### config.mk
export PLATFORM = sky130hd
export DESIGN_NAME = eq2
export DESIGN_NICKNAME = d
export VERILOG_FILES = /design/src/rtl/eq2.sv
export SDC_FILE = /design/constraint.sdc
export NUM_CORES = 1
export LEC_CHECK = 0
export CAP_MARGIN = 20
export CELL_PAD_IN_SITES_DETAIL_PLACEMENT = 1
export CELL_PAD_IN_SITES_GLOBAL_PLACEMENT = 2
export CORE_ASPECT_RATIO = 0.7
export CORE_MARGIN = 2
export CORE_UTILIZATION = 23
export CTS_BUF_LIST = sky130_fd_sc_hd__clkbuf_8
export CTS_CLUSTER_DIAMETER = 50
export CTS_CLUSTER_SIZE = 16
export DETAILED_ROUTE_END_ITERATION = 6
export PLACE_DENSITY = 0.82
export SETUP_SLACK_MARGIN = 0.4
export SYNTH_ARGS = -nofsm -noshare
export SYNTH_HDL_FRONTEND = slang
export SYNTH_SLANG_ARGS = --single-unit
export TNS_END_PERCENT = 5
### constraint.sdc
create_clock -name clk -period 1.3 [get_ports clk]
set_input_delay 0.195 -clock clk [delete_from_list [all_inputs] [get_ports clk]]
set_output_delay 0.195 -clock clk [all_outputs]
set_load 0.03 [all_outputs]
### src/rtl/eq2.sv
// eq2 - 2-bit equality comparator with a registered status side path.
//
// The combinational output aeqb depends only on the operands. The registered
// path samples a/b on every rising clk and produces delayed compare flags, a
// rising-edge pulse on equality and a saturating count of equal samples.
//
// Ports
//   clk       in   system clock, rising-edge
//   reset     in   synchronous, active-high reset
//   a, b      in   2-bit unsigned operands
//   aeqb      out  combinational a == b
//   aeqb_q    out  registered a == b
//   agtb_q    out  registered a > b (unsigned)
//   altb_q    out  registered a < b (unsigned)
//   eq_rise   out  one-cycle pulse when equality goes 0 -> 1
//   eq_count  out  saturating count of edges sampled with a == b
module eq2 #(
  parameter int CNT_W = 8
) (
  input  logic             clk,
  input  logic             reset,
  input  logic [1:0]       a,
  input  logic [1:0]       b,
  output logic             aeqb,
  output logic             aeqb_q,
  output logic             agtb_q,
  output logic             altb_q,
  output logic             eq_rise,
  output logic [CNT_W-1:0] eq_count
);

  localparam logic [CNT_W-1:0] CNT_MAX = '1;

  logic eq_now;
  logic gt_now;
  logic lt_now;

  // Bitwise XNOR form keeps aeqb free of any clock or reset dependence.
  assign eq_now = ~(a[1] ^ b[1]) & ~(a[0] ^ b[0]);
  assign aeqb   = eq_now;

  // Unsigned magnitude compare: the high bit decides unless the high bits match.
  assign gt_now = (a[1] & ~b[1]) | (~(a[1] ^ b[1]) & a[0] & ~b[0]);
  assign lt_now = (~a[1] & b[1]) | (~(a[1] ^ b[1]) & ~a[0] & b[0]);

  always_ff @(posedge clk) begin
    if (reset) begin
      aeqb_q   <= 1'b0;
      agtb_q   <= 1'b0;
      altb_q   <= 1'b0;
      eq_rise  <= 1'b0;
      eq_count <= '0;
    end else begin
      aeqb_q  <= eq_now;
      agtb_q  <= gt_now;
      altb_q  <= lt_now;
      // Compared against the previous registered flag, so the first equal
      // sample after reset always pulses.
      eq_rise <= eq_now & ~aeqb_q;
      if (eq_now && (eq_count != CNT_MAX)) begin
        eq_count <= eq_count + 1'b1;
      end
    end
  end

endmodule

==> metrics, run 1 <==
area leader, netlist dfxtp_1; Clock transition at path regs 0.06 ns; IO buf count 18; via count of the routed design 619; CTS root buffer clkbuf_8; Max-Cap Viols 0; Wirelength per Cell 14.1 µm; # DRC 0; Post-Syn Nets 76; Pre-antenna DRT Iters 2; largest family of logic cells by synthesized area simple AND/OR/NAND/NOR gates; required time of the critical path 1.47 ns; Final Hold Fails 0; Yosys reg bits 12; Syn Area/Cell 8.57 µm²; global route overflow 0; hold_buf cts 0; Worst Path Max Fanout 4; most common cell in the netlist dfxtp_1; vias per cell 4.55; multiplexer share of the synthesized area 1.74%; Main synth FF type dfxtp_1; Layout Area Growth over Synthesis 86.7%; XOR/XNOR Fraction of Synth Area 4.36%; post-route ant nets 0; Crit path arrival time 1.48 ns; vias in the first global route 636; Synth top cells by count dfxtp_1, inv_1, nor2_1; DP Cell Count 131; EDFF count, synth 0; Post-DP HPWL 1420 µm; RSZ-0062 raised after global routing true; Syn Inst Count 67; Finished Layout Cells 136; full die area 2920 µm²; CTS tree built; mapped cell area 574 µm²; fin nets 112; setup violators final 2; Synth top area share 41.8%; die width 63.7 µm; Final Util 44.3%; initial antenna violation count 0; DRT Wirelength 1920 µm; H-tree depth 1; initial DRC count 8; Post-DP Area 951 µm²; Die Y-Extent 45.8 µm; Slew HR 79.8%; Cell Rows 15; fraction of the mapped netlist area in simple logic gates 25.9%; failing checks negative setup slack; maximum VDD drop 485 µV; Initial Util 23.7%; multi-input combinational cell area 382 µm²; period utilization 101%; Least-Margin Pin Slew 0.304 ns; Async SR Flop Fraction 0%; Syn. warnings 0; CP endpoint kind flop; register area 268 µm²; worst skew pair latency 0.24 ns; PnR worst setup slack -0.0116 ns; first-pass GRT wire length 3100 µm; Antenna Cells 0; clk buf depth 2; Max Slew Vio Count 0; Hold Crit Class in2reg; min Tclk post-route 1.31 ns; Synth Area in Adders 6.54%; total track usage 14.5%; total leakage power 0.434 nW; Num CTS Buffers 3; critical path startpoint category primary input; io pins 19; largest net degree at the start of global routing 13; clk sinks 12; fmax 762 MHz; outcome finished with violations; Crit Path Class in2reg; layout cells sized above 1 56.9%; top cells by area, synth dfxtp_1, ha_1, inv_1, nor2_1, a211oi_1; Synth Area in Compound Gates 13.7%; clk_skew 0.00379 ns; Netlist cell types 24; part of the Yosys area used for sequential elements 41.8%; Final Wtd Congestion 0.742; pwr/cell area 945 nW/µm²; Fillers 274; core area 2420 µm²; post-route cell area 1070 µm²
[where the power goes]
| group | internal, mW | switching (mW) |
|---|---|---|
| clock | 0.268 | 0.148 |
| sequential | 0.379 | 0.0151 |
| combinational | 0.102 | 0.101 |
| total | 0.749 | 0.264 |
[through the flow]
stage	setup WS, ns	hold WS (ns)	power [mW]	TNS [ns]
final	-0.0116	0.390	1.01	-0.0140
after global routing	-0.0966	0.409	1.07	-0.391
after CTS	-0.0140	0.427	1.02	-0.0140
after detailed placement	-0.569	0.422	0.593	-4.97
after global placement	-0.528	0.406	0.585	-4.46
after floorplan	0.0156	0.260	0.493	0
[worst max-delay path, cell delays in order]
cell           delay, ns
dlygate4sd2_1       0.27
xnor2_2             0.18
buf_4               0.16
nand3_1             0.16
or3_1               0.38
a21oi_1             0.14
[layout make-up]
type	instances	share of cell area, %
Clock buffer	4	5.13
Multi-Input combinational cell	46	35.6
Sequential cell	12	25.0
Inverter	8	2.80
Timing Repair Buffer	32	27.5
Tap cell	34	3.97
[kinds of logic after synthesis]
group,count (synthesis)
AND/OR/NAND/NOR,29
flip-flops,12
AO/OA/AOI/OAI,11
buffers and inverters,9
adder cells (fa/ha/maj),3
XOR/XNOR,2
multiplexers,1
[sequential cells by signal (all words and copies together), names as in the netlist]
register  flops
aeqb_q        1
eq_rise       1
altb_q        1
eq_count      8
agtb_q        1
[what timing repair did]
| item | in CTS | in global routing |
|---|---|---|
| pin swaps | 6 | 1 |
| resized for setup | 98 | 5 |
| buffers inserted | 1 | 0 |
| setup endpoints to repair | 25 | 23 |
[metal layers]
metal	vias up	GRT usage, %	wire length, µm
met5	-	0	0
met2	14	26.7	971
met1	298	16.1	846
met4	0	3.91	19
li1	305	-	-
met3	2	5.45	80
[placed cells by master (no fill, tap or decap), drive strengths merged]
master / instances
clkdlybuf4s50: 1
and3: 1
xnor2: 1
nor3: 4
a211oi: 3
a31oi: 2
nor4: 2
nor2: 7
or3: 2
o21a: 1
or2: 2
mux2i: 1
ha: 3
clkdlybuf4s15: 2
inv: 8
and4: 1
nand2: 3
nor2b: 1
dfxtp: 12
nand3: 4
o311ai: 1
o21ai: 2
a21oi: 2
nand4: 2
xor2: 1
dlygate4sd2: 2
buf: 26
clkbuf: 5
[path summary, 6_finish.rpt]
check	endpoint	start	cells after the start	slack, ns
max	eq_count[2]	a[0]	6	-0.01
max reg2reg	eq_count[1]	eq_count[0]	5	0
min	altb_q	b[0]	4	0.39
min reg2reg	eq_rise	aeqb_q	1	0.41
No activity file was read; power rests on OpenSTA's default activity.
==> run 2, diff against run 1 <==
Settings changed: CORE_ASPECT_RATIO 0.7 to not set, CORE_MARGIN 2 to not set.
==> run 2 against run 1 <==
Net effect: the flow still finishes with violations (negative setup slack); final area down 3.2%; maximum frequency down 0.34%; cell count down 5.1%; global-route usage up 0.85 points; critical path depth down 1; flip-flop and latch count unchanged; sequential power about the same; critical endpoint is now eq_count[1]; clock-buffer cell count unchanged; clock skew down 0.0016 ns; first-iteration DRC count down 63%; sequential share of layout area up 0.81 points; worst hold slack better by 0.022 ns.
==> metrics, run 2 (synthesized netlist as in run 1, its figures left out) <==
io pins 19; core area 2280 µm²; CP Buf/Inv Count 0; Wirelength per Cell 13.8 µm; CP endpoint kind flop; period utilization 101%; Final Hold Fails 0; full die area 2700 µm²; fmax 760 MHz; layout cells sized above 1 52.5%; required time of the critical path 1.44 ns; # DRC 0; Post-DP HPWL 1190 µm; Reg with most FFs eq_count; Max Slew Vio Count 0; clk buf depth 2; Cell Chain, Critical Path ha_4, nand3_4, o311ai_4, mux2i_1, nor2_1; Worst Path Max Fanout 5; r2r startpoint eq_count[1]; Initial Util 25.2%; vias in the first global route 622; setup violators final 1; endpoint with the worst hold slack eq_rise; worst hold start aeqb_q; Layout Area Growth over Synthesis 80.8%; Worst R2R Path Depth 5; setup slack, reg-to-reg -0.02 ns; Final Util 45.6%; Hold Crit Class reg2reg; reg2reg end eq_count[1]; total track usage 15.3%; Antenna Cells 0; maximum VDD drop 533 µV; die width 52.0 µm; H-tree depth 1; initial antenna violation count 0; Crit path arrival time 1.45 ns; vias per cell 4.83; CTS tree built; Cell Rows 17; outcome finished with violations; global route overflow 0; DRT Wirelength 1780 µm; failing checks negative setup slack; Max-Cap Viols 0; Die Y-Extent 52.0 µm; clk sinks 12; Fillers 265; Setup TNS -0.0161 ns; number of flip-flops in the largest register 8; Num CTS Buffers 3; PnR worst setup slack -0.0161 ns; dpl ws -0.564 ns; Least-Margin Pin Slew 0.305 ns; most common cell after layout, fill and taps aside buf_4; hold_buf cts 0; CP delay by family, top flip-flops; CTS root buffer clkbuf_8; min Tclk post-route 1.32 ns; largest net degree at the start of global routing 13; cell at the slowest stage of the critical path dfxtp_4; pwr/cell area 979 nW/µm²; initial DRC count 3; first-pass GRT wire length 2910 µm; CP peak stage delay 0.37 ns; post-route ant nets 0; Pre-antenna DRT Iters 4; most frequent cells in the layout buf_4, buf_6, nor2_1, dfxtp_2, inv_1; critical path startpoint category flop; total leakage power 0.431 nW; RSZ-0062 raised after global routing true; Clock transition at path regs 0.06 ns; IO buf count 18; Final Wtd Congestion 0.754; Slew HR 79.6%; clk_skew 0.00217 ns; fin nets 111; via count of the routed design 623; Crit Path Class reg2reg; worst skew pair latency 0.25 ns; worst hold stages 1
[run 2: cell type report]
type / count / area (µm²) / area share [%]
Multi-Input combinational cell: 46 / 365 / 35.2
Clock buffer: 4 / 55.1 / 5.30
Sequential cell: 12 / 268 / 25.8
Inverter: 8 / 30.0 / 2.89
Tap cell: 28 / 35.0 / 3.37
Timing Repair Buffer: 31 / 285 / 27.5
[run 2: where the power goes]
part / leakage, nW / internal, mW / switching, mW
Sequential: 0.105 / 0.379 / 0.0144
Combinational: 0.297 / 0.102 / 0.101
Clock: 0.0288 / 0.268 / 0.152
Total: 0.431 / 0.749 / 0.268
[run 2: worst max-delay path by stage]
stage,startpoint,endpoint,slack (ns),cells past startpoint
detailed placement,a[1],eq_count[2],-0.56,6
global route,eq_count[0],eq_count[7],-0.11,4
floorplan,eq_count[1],eq_count[1],0.02,5
finish,eq_count[1],eq_count[1],-0.02,5
global placement,a[1],eq_count[2],-0.51,6
CTS,eq_count[1],eq_count[1],-0.01,5
[run 2: through the flow]
stage / cell area (µm²) / power, mW / hold WS, ns / cells
after global routing: 1040 / 1.06 / 0.425 / 129
after global placement: 913 / 0.575 / 0.403 / 121
after detailed placement: 913 / 0.580 / 0.415 / 121
after CTS: 1000 / 1.00 / 0.418 / 128
final: 1040 / 1.02 / 0.411 / 129
after floorplan: 637 / 0.493 / 0.260 / 67
[run 2: routing by layer]
layer	GRT usage, %	vias up	part of all wire [%]
met5	0	-	0
met3	4.68	6	4.4
li1	-	304	-
met1	16.0	294	43
met2	26.1	19	51
met4	10.4	0	2.4
[run 2: repair_timing]
item | 4_1_cts | 5_1_grt
endpoints found under the setup margin | 25 | 22
hold endpoints to repair | 0 | 0
resized for setup | 39 | 52
cloned | 0 | 0
pin swaps | 7 | 3
setup buffers | 3 | 1
